[src/rtl/pal_cfg_loader_if.sv]
// Configuration-stream and fabric-output bundle for pal_cfg_loader.
// The master side drives the stream; the loader sits on the slave side.
interface pal_cfg_loader_if #(
    parameter int LEN   = 64,
    parameter int LANES = 1
);
    logic             cfg_start;
    logic [LANES-1:0] cfg_in;
    logic             cfg_valid;
    logic             commit;
    logic             en;
    logic [LEN-1:0]   ff_chain;
    logic [LANES-1:0] cfg_out;
    logic             busy;
    logic             loaded;
    logic             err;

    modport master (
        output cfg_start, cfg_in, cfg_valid, commit, en,
        input  ff_chain, cfg_out, busy, loaded, err
    );

    modport slave (
        input  cfg_start, cfg_in, cfg_valid, commit, en,
        output ff_chain, cfg_out, busy, loaded, err
    );
endinterface

[src/rtl/pal_cfg_loader.sv]
// PAL configuration store: serial load into a shadow register, explicit commit
// into the active register that drives the fabric, with readback and error flag.
module pal_cfg_loader #(
    parameter int LEN   = 64,
    parameter int LANES = 1
) (
    input  logic               clk,
    input  logic               res,
    pal_cfg_loader_if.slave    cfg
);
    localparam int DEPTH = LEN / LANES;
    localparam int CNT_W = $clog2(DEPTH + 1);

    generate
        if ((LEN % LANES) != 0) begin : g_bad_lanes
            $error("pal_cfg_loader: LEN must be a multiple of LANES");
        end
    endgenerate

    typedef enum logic [1:0] {
        IDLE = 2'd0,
        LOAD = 2'd1,
        FULL = 2'd2
    } state_t;

    state_t             state_q, state_d;
    logic [CNT_W-1:0]   count_q, count_d;
    logic [LEN-1:0]     shadow_q, shadow_d;
    logic [LEN-1:0]     active_q, active_d;
    logic               err_q, err_d;
    logic [LEN-1:0]     shadow_shift;

    // New beat enters the low slot; older beats move toward the MSB.
    generate
        if (LANES == LEN) begin : g_full_width
            assign shadow_shift = cfg.cfg_in;
        end else begin : g_shift
            assign shadow_shift = {shadow_q[LEN-LANES-1:0], cfg.cfg_in};
        end
    endgenerate

    always_ff @(posedge clk) begin
        if (res) begin
            state_q  <= IDLE;
            count_q  <= '0;
            shadow_q <= '0;
            active_q <= '0;
            err_q    <= 1'b0;
        end else begin
            state_q  <= state_d;
            count_q  <= count_d;
            shadow_q <= shadow_d;
            active_q <= active_d;
            err_q    <= err_d;
        end
    end

    always_comb begin
        state_d  = state_q;
        count_d  = count_q;
        shadow_d = shadow_q;
        active_d = active_q;
        err_d    = err_q;

        if (cfg.commit) begin
            if (state_q == FULL) begin
                active_d = shadow_q;
                state_d  = IDLE;
            end else begin
                err_d = 1'b1;
            end
        end

        if (cfg.cfg_valid) begin
            if (state_q == LOAD) begin
                shadow_d = shadow_shift;
                count_d  = count_q + CNT_W'(1);
                if (count_q == CNT_W'(DEPTH - 1)) begin
                    state_d = FULL;
                end
            end else if (state_q == FULL) begin
                err_d = 1'b1;
            end
        end

        // A start wins over any beat or error raised in the same cycle; a
        // simultaneous commit from FULL has already captured the old shadow.
        if (cfg.cfg_start) begin
            state_d  = LOAD;
            count_d  = '0;
            shadow_d = '0;
            err_d    = 1'b0;
        end
    end

    assign cfg.ff_chain = cfg.en ? active_q : '0;
    assign cfg.cfg_out  = shadow_q[LEN-1 -: LANES];
    assign cfg.busy     = (state_q == LOAD);
    assign cfg.loaded   = (state_q == FULL);
    assign cfg.err      = err_q;
endmodule

[src/flat_wrapper.sv]
// flat-port wrapper written by rule: the top's interface ports become plain ports
module pal_cfg_loader_flat 
#(
    parameter int LEN   = 64,
    parameter int LANES = 1
)
  (clk, res, cfg_cfg_start, cfg_cfg_in, cfg_cfg_valid, cfg_commit, cfg_en, cfg_ff_chain, cfg_cfg_out, cfg_busy, cfg_loaded, cfg_err);
  pal_cfg_loader_if #(.LEN(LEN), .LANES(LANES)) cfg_i ();
  input  logic clk;
  input  logic res;
  input wire logic [$bits(cfg_i.cfg_start)-1:0] cfg_cfg_start;
  input wire logic [$bits(cfg_i.cfg_in)-1:0] cfg_cfg_in;
  input wire logic [$bits(cfg_i.cfg_valid)-1:0] cfg_cfg_valid;
  input wire logic [$bits(cfg_i.commit)-1:0] cfg_commit;
  input wire logic [$bits(cfg_i.en)-1:0] cfg_en;
  output wire logic [$bits(cfg_i.ff_chain)-1:0] cfg_ff_chain;
  output wire logic [$bits(cfg_i.cfg_out)-1:0] cfg_cfg_out;
  output wire logic [$bits(cfg_i.busy)-1:0] cfg_busy;
  output wire logic [$bits(cfg_i.loaded)-1:0] cfg_loaded;
  output wire logic [$bits(cfg_i.err)-1:0] cfg_err;
  assign cfg_i.cfg_start = cfg_cfg_start;
  assign cfg_i.cfg_in = cfg_cfg_in;
  assign cfg_i.cfg_valid = cfg_cfg_valid;
  assign cfg_i.commit = cfg_commit;
  assign cfg_i.en = cfg_en;
  assign cfg_ff_chain = cfg_i.ff_chain;
  assign cfg_cfg_out = cfg_i.cfg_out;
  assign cfg_busy = cfg_i.busy;
  assign cfg_loaded = cfg_i.loaded;
  assign cfg_err = cfg_i.err;
  pal_cfg_loader #(.LEN(LEN), .LANES(LANES)) u_core (.clk(clk), .res(res), .cfg(cfg_i));
endmodule
[config.mk]
export PLATFORM = sky130hd
export DESIGN_NAME = pal_cfg_loader_flat
export DESIGN_NICKNAME = d
export VERILOG_FILES = /design/src/rtl/pal_cfg_loader_if.sv /design/src/rtl/pal_cfg_loader.sv /design/src/flat_wrapper.sv
export SDC_FILE = /design/constraint.sdc
export NUM_CORES = 1
export LEC_CHECK = 0
export ABC_AREA = 1
export CAP_MARGIN = 20
export CORE_ASPECT_RATIO = 0.9
export CORE_UTILIZATION = 30
export CTS_CLUSTER_DIAMETER = 60
export DETAILED_ROUTE_END_ITERATION = 16
export PLACE_DENSITY = 0.52
export SYNTH_ARGS = -nofsm -noshare
export SYNTH_HDL_FRONTEND = slang
export SYNTH_SLANG_ARGS = --single-unit
[constraint.sdc]
create_clock -name clk -period 1.85 [get_ports clk]
set_input_delay 0.37 -clock clk [delete_from_list [all_inputs] [get_ports clk]]
set_output_delay 0.37 -clock clk [all_outputs]
set_load 0.01 [all_outputs]
==> flow_summary_export.csv, run 1 <==
group,metric,value,unit
hold_path,hold_class,"input pin to register",
sta,finalClockSkew,0.00897,ns
run,maxCapViolCount,0,
place,dp.final_hpwl,7.89,mm
drt,wirelength,12.5,mm
cells_and_area,seqCellArea,2770,um2
clock_network,path_clk_slew,0.05,ns
logic_synthesis,syn_avg_cell_area,7.13,um2
clock_network,clock_latency,0.41,ns
logic_synthesis,yosysSeqAreaShare,50.8,%
sta,fin_ws,0.0696,ns
floorplan,start_util,30.8,%
floorplan,row_count,46,
worst_setup_path,rr_worst_depth,7,
drt,first_pass_iters,4,
clock_network,clock-sinks,138,
clock_network,root_buffer,"clkbuf_16",
clock_network,htree_levels,4,
power_and_ir_drop,power_density,891,nW/um2
sta,finalCritPeriodShare,96.2,%
global_route,grt_max_degree,65,
drt,vias_per_cell,4.38,
global_route,grt_overflow,0,
sta,rsz0062_at_grt,"no",
drt,num_vias,4705,
global_route,grt_use_total,14.3,%
logic_synthesis,ys_warn_count,0,
place,dpl_cell_area,6470,um2
worst_setup_path,reg2reg_slack,0.43,ns
logic_synthesis,syn_nets,771,
worst_setup_path,crit_type,"register to output port",
worst_setup_path,end_kind,"output port",
cells_and_area,layout-drive-gt1-share,6.96,%
logic_synthesis,yosysUniqueCellTypes,18,
sta,final_max_slew_viol_count,0,
clock_network,cts_buffer_depth,2,
worst_setup_path,start_kind,"register",
drt,wire_per_inst,11.6,um
sta,tightest_slew,0.463,ns
power_and_ir_drop,ir_drop,0.000651,V
status,status,"finished, final reports clean",
floorplan,die_w,144,um
place,portBuffers,74,
power_and_ir_drop,leakagePower,2.74,nW
global_route,antenna_found_initial,0,
floorplan,die_area,18700,um2
cells_and_area,final_common_cell,"nand2_1",
hold_path,hold_end,"u_core.count_q[4]",
global_route,grt_pass1_vias,4284,
hold_path,hold_depth,5,
cells_and_area,syn_to_final_growth,28.6,%
sta,max_freq,562,MHz
logic_synthesis,ys_ff_latch,138,
sta,finalHoldViolations,0,
logic_synthesis,mappedNetlistArea,5440,um2
cells_and_area,final_nets,830,
cells_and_area,antenna_cells,0,
sta,min_period,1.78,ns
worst_setup_path,cp_max_fo,2,
floorplan,die_h,130,um
cells_and_area,most-common-layout-cells,"nand2_1, dfxtp_1, a21oi_1",
floorplan,core,17700,um2
sta,maxSlewHeadroom,69.1,%
sta,fin_setup_tns,0,ns
worst_setup_path,rr_endpoint,"u_core.active_q[25]",
cells_and_area,multi_input_area,2150,um2
place,globalplace.congestion,0.716,
hold_path,min_from,"res",
global_route,grt_pass1_wl,21.2,mm
drt,dr.first_iter.drc_count,196,
sta,setup_viol,0,
floorplan,pin_count,75,
worst_setup_path,r2r-start,"u_core.state_q[1]",
logic_synthesis,netlist_instances,763,
cells_and_area,fillers,1898,
worst_setup_path,arrival,1.41,ns
worst_setup_path,worst_ep_required_time,1.48,ns
place,dpl_worst_slack,0.104,ns
clock_network,cts_buffers,17,
drt,drc,0,
clock_network,cts_tree,"yes",
drt,final_antenna_net_count,0,
cells_and_area,finish.instance_area,7000,um2
-- critical path, cell delays in order (launching register included) --
cell	delay, ns
dfxtp_1	0.37
nand2_1	0.06
inv_1	0.05
clkdlybuf4s50_1	0.52
-- flip-flops by register name, summed over array words and instances (netlist names) --
name             flops
u_core.active_q     64
u_core.cfg.err       1
u_core.count_q       7
u_core.shadow_q     64
u_core.state_q       2
-- layout make-up --
cell class,count,share of cell area (%)
clock buffer,28,7.39
clock inverter,2,0.143
inverter,75,4.02
multi-input combinational,495,30.8
sequential,138,39.5
tap,240,4.29
timing repair buffer,95,13.8
-- synthesized netlist by cell type --
library cell / instances / area, um2
nor2_2: 3 / 18.8
xor2_1: 1 / 8.76
ha_1: 1 / 12.5
clkbuf_1: 30 / 113
inv_1: 73 / 274
nand3_2: 1 / 10.0
o21ai_0: 3 / 15.0
a21oi_1: 134 / 671
nand2_1: 272 / 1020
buf_2: 18 / 90.1
inv_2: 2 / 7.51
o21bai_1: 1 / 7.51
buf_1: 2 / 7.51
nor3_1: 1 / 5.00
nand3_1: 68 / 340
dfxtp_1: 138 / 2760
nor2_1: 10 / 37.5
buf_4: 5 / 37.5
-- power by group --
part | internal, mW | leakage, nW | switching, mW
registers | 2.98 | 1.11 | 0.00558
clock network | 1.87 | 0.260 | 1.16
logic | 0.0608 | 1.37 | 0.154
-- worst max-delay path by stage --
stage	depth (start not counted)	slack (ns)	from	endpoint
floorplan	4	0.41	cfg_en	cfg_ff_chain[33]
global placement	5	0.10	cfg_en	cfg_ff_chain[62]
detailed placement	6	0.10	cfg_cfg_valid	u_core.shadow_q[12]
CTS	3	0.02	u_core.active_q[0]	cfg_ff_chain[0]
global route	3	0.004	u_core.active_q[29]	cfg_ff_chain[29]
finish	3	0.07	u_core.active_q[1]	cfg_ff_chain[1]
-- logic make-up (layout without fill, tap and decap cells) --
| group | Yosys count | count (layout) | synth area share (%) |
|---|---|---|---|
| and+or+nand+nor | 355 | 355 | 26.3 |
| adders and majority gates | 1 | 1 | 0.230 |
| AOI/OAI and AO/OA | 138 | 138 | 12.7 |
| xor gates and xnor gates | 1 | 1 | 0.161 |
| buffers and inverters | 130 | 200 | 9.73 |
| DFF | 138 | 138 | 50.8 |
-- layer usage --
metal | share of wire [%] | track usage (%)
met5 | 0 | 0
met2 | 41 | 20.5
met3 | 3.6 | 3.71
met1 | 54 | 20.2
met4 | 1.1 | 5.63
-- per-stage QoR --
stage / hold slack (ns) / power, mW / std cells / util (%)
after floorplan: 0.437 / 3.18 / 763 / -
after global placement: 0.450 / 3.27 / 1043 / 36.6
after detailed placement: 0.452 / 3.27 / 1043 / 36.6
after CTS: 0.389 / 6.33 / 1073 / 39.6
after global routing: 0.432 / 6.47 / 1073 / 39.6
final: 0.406 / 6.24 / 1073 / 39.6
-- timing repair --
action / 4_1_cts / 5_1_grt
pin swaps: 0 / 0
hold buffers: 0 / 0
resized for setup: 4 / 1
buffers inserted: 0 / 0
endpoints found under the setup margin: 2 / 1
No activity file was read; power rests on OpenSTA's default activity.
==> inputs of run 2 (changes only) <==
SLEW_MARGIN = 10   (was default)
==> results of run 2 <==
Final layout, timing and power as in run 1 (identical DEF).
